===== src/rtl/inst_queue_pkg.sv =====
// Shared core widths used by fetch, the instruction queue and decode.
package inst_queue_pkg;

    localparam int unsigned CORE_PC_W    = 8;
    localparam int unsigned CORE_INSTR_W = 32;
    localparam int unsigned IQ_DEPTH     = 8;

endpackage


===== src/rtl/iq_storage.sv =====
// Instruction queue entry array: one synchronous write port, one asynchronous read port.
module iq_storage #(
    parameter int unsigned DEPTH = 8,
    parameter int unsigned WIDTH = 40
) (
    input  logic                       clk,
    input  logic                       we,
    input  logic [$clog2(DEPTH)-1:0]   waddr,
    input  logic [WIDTH-1:0]           wdata,
    input  logic [$clog2(DEPTH)-1:0]   raddr,
    output logic [WIDTH-1:0]           rdata_c
);

    logic [WIDTH-1:0] mem [DEPTH];

    // Contents are only meaningful behind valid pointers, so no reset.
    always_ff @(posedge clk) begin
        if (we) begin
            mem[waddr] <= wdata;
        end
    end

    assign rdata_c = mem[raddr];

endmodule


===== src/rtl/inst_queue.sv =====
// Fetch-to-decode instruction FIFO with flush; pointer and occupancy control lives here.
module inst_queue
    import inst_queue_pkg::*;
#(
    parameter int unsigned DEPTH   = IQ_DEPTH,
    parameter int unsigned PC_W    = CORE_PC_W,
    parameter int unsigned INSTR_W = CORE_INSTR_W
) (
    input  logic                     clk,
    input  logic                     reset,
    input  logic                     flush,
    input  logic                     in_valid,
    input  logic [PC_W-1:0]          in_pc,
    input  logic [INSTR_W-1:0]       in_instr,
    output logic                     in_ready,
    output logic                     out_valid,
    output logic [PC_W-1:0]          out_pc,
    output logic [INSTR_W-1:0]       out_instr,
    input  logic                     out_ready,
    output logic [$clog2(DEPTH):0]   count
);

    localparam int unsigned PTR_W   = $clog2(DEPTH);
    localparam int unsigned CNT_W   = PTR_W + 1;
    localparam int unsigned ENTRY_W = PC_W + INSTR_W;

    logic [PTR_W-1:0]   head;
    logic [PTR_W-1:0]   tail;
    logic [PTR_W-1:0]   head_next;
    logic [PTR_W-1:0]   tail_next;
    logic [CNT_W-1:0]   count_next;
    logic               in_ready_next;
    logic               out_valid_next;
    logic               push;
    logic               pop;
    logic [ENTRY_W-1:0] rd_entry;

    // Handshakes use only registered flags, so no ready-to-ready path exists.
    always_comb begin
        push           = in_valid && in_ready && !flush;
        pop            = out_valid && out_ready && !flush;
        head_next      = head;
        tail_next      = tail;
        count_next     = count;
        if (flush) begin
            head_next  = '0;
            tail_next  = '0;
            count_next = '0;
        end else begin
            if (push) begin
                tail_next = tail + PTR_W'(1);
            end
            if (pop) begin
                head_next = head + PTR_W'(1);
            end
            if (push && !pop) begin
                count_next = count + CNT_W'(1);
            end else if (pop && !push) begin
                count_next = count - CNT_W'(1);
            end
        end
        out_valid_next = (count_next != '0);
        in_ready_next  = (count_next != CNT_W'(DEPTH));
    end

    always_ff @(posedge clk) begin
        if (reset) begin
            head      <= '0;
            tail      <= '0;
            count     <= '0;
            out_valid <= 1'b0;
            in_ready  <= 1'b1;
        end else begin
            head      <= head_next;
            tail      <= tail_next;
            count     <= count_next;
            out_valid <= out_valid_next;
            in_ready  <= in_ready_next;
        end
    end

    iq_storage #(
        .DEPTH (DEPTH),
        .WIDTH (ENTRY_W)
    ) u_storage (
        .clk     (clk),
        .we      (push),
        .waddr   (tail),
        .wdata   ({in_pc, in_instr}),
        .raddr   (head),
        .rdata_c (rd_entry)
    );

    assign {out_pc, out_instr} = rd_entry;

endmodule


===== config.mk =====
export PLATFORM = sky130hd
export DESIGN_NAME = inst_queue
export DESIGN_NICKNAME = d
export VERILOG_FILES = /design/src/rtl/inst_queue_pkg.sv /design/src/rtl/iq_storage.sv /design/src/rtl/inst_queue.sv
export SDC_FILE = /design/constraint.sdc
export NUM_CORES = 1
export LEC_CHECK = 0
export BUFFER_PORTS_ARGS = -buffer_cell sky130_fd_sc_hd__buf_4
export CORE_ASPECT_RATIO = 0.6
export CORE_MARGIN = 3
export CORE_UTILIZATION = 33
export CTS_BUF_LIST = sky130_fd_sc_hd__clkbuf_16
export DETAILED_ROUTE_END_ITERATION = 6
export SYNTH_ARGS = -nofsm -noshare
export SYNTH_HDL_FRONTEND = slang
export SYNTH_HIERARCHICAL = 1
export SYNTH_SLANG_ARGS = --single-unit

===== constraint.sdc =====
create_clock -name clk -period 11.2 [get_ports clk]
set_input_delay 0.56 -clock clk [delete_from_list [all_inputs] [get_ports clk]]
set_output_delay 0.56 -clock clk [all_outputs]
set_load 0.01 [all_outputs]

==> metrics.md <==
| Metric | Value |
|---|---|
| Clock Latency Late Sink | 0.55 ns |
| Initial antenna violation count | 1 |
| Final hold vios | 0 |
| Clock group share of total power | 41.0% |
| Remaining DRCs | 0 |
| CTS tree | built |
| CTS Sinks | 332 |
| Setup TNS | 0 ns |
| Sequential element share of the synthesized area | 75.9% |
| Int Power | 1.98 mW |
| Worst Path Required | 10.64 ns |
| Worst Setup SP | head[0]$_SDFFE_PP0P_ |
| Synth unique cells | 32 |
| Critical path class | flip-flop to primary output |
| # IOs | 91 |
| CTS buffer count | 31 |
| Port bufs | 90 |
| P&R area growth vs syn | 17.6% |
| Clock Pin Slew Worst Setup and Hold Paths | 0.07 ns |
| Die height | 160 um |
| Slowest stage delay, CP | 0.93 ns |
| VDD IR max | 0.000124 V |
| Synth Register Bits | 332 |
| Largest area contributor in the netlist | edfxtp_1 |
| Switching part of the total | 19.6% |
| Final wirelength | 26.6 mm |
| Worst hold path depth | 1 |
| Routed Antenna Nets | 0 |
| R2R cell count | 5 |
| Flop-to-flop setup slack | 8.39 ns |
| Switching component of the power | 0.481 mW |
| CP Cell Sequence | buf_4, mux4_1, mux2_2, buf_4 |
| Vias in the first global route | 6,147 |
| Commonest non-fill, non-tap cell in the layout | edfxtp_1 |
| Routed vias/inst | 4.91 |
| Min Tclk post-route | 3.74 ns |
| Core Footprint | 38,200 sq um |
| Number of post-CTS setup repair buffers | 0 |
| Comb pwr share | 3.1% |
| Mapped Cells | 542 |
| Worst Path Buf+Inv | 2 |
| Syn Area/Cell | 23.9 sq um |
| Syn nets | 591 |
| Max_slew headroom | 26.5% |
| Clk_skew | 0.0142 ns |
| Final period util | 33.4% |
| Gr usage total | 12.7% |
| Synth top area share | 74.1% |
| RSZ-0062 raised after global routing | no |
| Sequential Power Share | 55.9% |
| Worst slew pin tran | 1.10 ns |
| # setup viols final | 0 |
| Hold Buf Count CTS | 0 |
| Total number of vias | 5,841 |
| Congestion Overflow GR | 0 |
| Hold_sp | in_instr[22] |
| Commonest non-fill, non-tap cells in the layout | 320 x edfxtp_1, 102 x buf_4, 80 x mux4_1, 40 x mux2_2, 31 x clkbuf_16 |
| Die area | 41,800 sq um |
| # H-tree levels | 1 |
| Root Buffer | clkbuf_16 |
| FF-to-FF End | u_storage/mem[2][18]$_DFFE_PP_ |
| # rows | 55 |
| Reported max-cap violation count | 0 |
| Final #Nets | 702 |
| Die W | 262 um |
| Final Core Density | 40.0% |
| Critical Path Source Type | flip-flop |
| Drt first-iter violations | 379 |
| Run status | finished, final reports clean |
| CP top delay family | flip-flops |
| Leakage | 4.93 nW |
| First-pass GRT wire length | 39.8 mm |
| Hold path endpoint | u_storage/mem[3][22]$_DFFE_PP_ |
| Critical-path top delay cell | dfxtp_4 |
| Data arrival time of the worst path | 3.18 ns |
| DP HPWL | 14.8 mm |
| PwrDens | 161 nW/um^2 |
| Effective utilization at floorplan | 34.0% |
| Share of layout cells above drive strength 1 | 30.5% |
| Maximum clock insertion buffer count | 3 |
| GP Congestion | 0.680 |
| Wirelength per Cell | 22.4 um |
| Slew Viols, Final | 0 |
| Worst Path Max Fanout | 51 |
| Hold crit path type | primary input to flip-flop |
| R2r startpoint | in_ready$_SDFF_PP1_ |
| Synth Cell Area | 13,000 sq um |
| Synth Warn # | 6 |
| CP dominant cell by count | buf_4 |
| Synth top area cells | edfxtp_1 74%, mux4_1 16%, mux2_2 3.5% |
| CP Capture Type | primary output |
| Initial DRT Pass Iterations | 6 |
| Cts repair resizes | 0 |
| Largest net degree at the start of global routing | 82 |
| Fmax achieved | 267 MHz |
per-stage QoR:
step | cell area (sq um) | total power [mW] | instances | hold WS, ns | setup slack (ns)
6_report | 15300 | 2.46 | 1189 | 0.237 | 7.46
3_5_place_dp | 14300 | 1.48 | 1133 | 0.540 | 7.95
3_3_place_gp | 14300 | 1.48 | 1133 | 0.521 | 8.01
4_1_cts | 15300 | 2.49 | 1188 | 0.205 | 7.36
5_1_grt | 15300 | 2.55 | 1189 | 0.213 | 7.30
2_1_floorplan | 13000 | 1.43 | 542 | 0.477 | 6.95
logic make-up after synthesis:
kind of cell	Yosys count	share of synthesized area (%)
compound gates	15	0.762
xor+xnor	6	0.405
fa+ha+maj	4	0.386
buf+inv	26	1.28
flops	332	75.9
mux	120	19.7
simple gates	39	1.57
cell usage after synthesis:
master     number
a211oi_1        2
a21boi_0        1
a21o_2          1
a21oi_1         7
a31oi_1         1
and2_1          1
buf_2           1
buf_6           9
clkbuf_1       14
dfxtp_1        12
edfxtp_1      320
ha_1            4
inv_1           2
mux2_2         40
mux4_1         80
nand2_1        10
nand2_2         1
nand2b_1        3
nand3_1         2
nand3_4         1
nand4_1         1
nand4b_1        1
nand4bb_1       1
nor2_1         13
nor3_1          3
o21ai_0         1
o22ai_2         1
o32ai_1         1
or2_2           1
or4_4           1
xnor2_1         3
xor2_1          3
power by group through the flow:
| stage | combinational, mW | sequential, mW | clock (mW) |
|---|---|---|---|
| 2_1_floorplan | 0.0328 | 1.40 | 0 |
| 3_3_place_gp | 0.0759 | 1.40 | 0 |
| 3_5_place_dp | 0.0793 | 1.40 | 0 |
| 4_1_cts | 0.0795 | 1.37 | 1.04 |
| 5_1_grt | 0.0850 | 1.37 | 1.09 |
| 6_report | 0.0773 | 1.37 | 1.01 |
area by class of cell:
cell class | count | area [sq um]
diodes | 1 | 2.50
clock buffers | 31 | 776
clock inverters | 24 | 195
fillers | 3379 | 22900
inverters | 2 | 7.51
multi-input cells | 184 | 3010
flip-flops and latches | 332 | 9860
well taps | 513 | 642
repair buffers | 102 | 766
routing by layer:
metal / part of all wire (%) / wire [um] / track usage, % / vias up
met5: 0 / 0 / 0 / -
met4: 1.6 / 427 / 2.65 / 0
met3: 5.3 / 1420 / 2.56 / 40
met2: 48 / 12800 / 20.5 / 143
met1: 45 / 12000 / 17.8 / 3069
li1: - / - / - / 2589
worst max path at each step:
| stage | to | slack, ns | cells past startpoint |
|---|---|---|---|
| floorplan | u_storage/mem[0][0]$_DFFE_PP_ | 6.95 | 4 |
| global placement | out_instr[14] | 8.01 | 4 |
| detailed placement | out_instr[14] | 7.95 | 4 |
| CTS | out_instr[14] | 7.36 | 4 |
| global route | out_instr[14] | 7.30 | 4 |
| finish | out_instr[14] | 7.46 | 4 |
flip-flops by register name, indices dropped and copies added, names as in the netlist:
name           flops
u_storage/mem    320
count              4
head               3
tail               3
in_ready           1
out_valid          1
No activity file was read; power rests on OpenSTA's default activity.
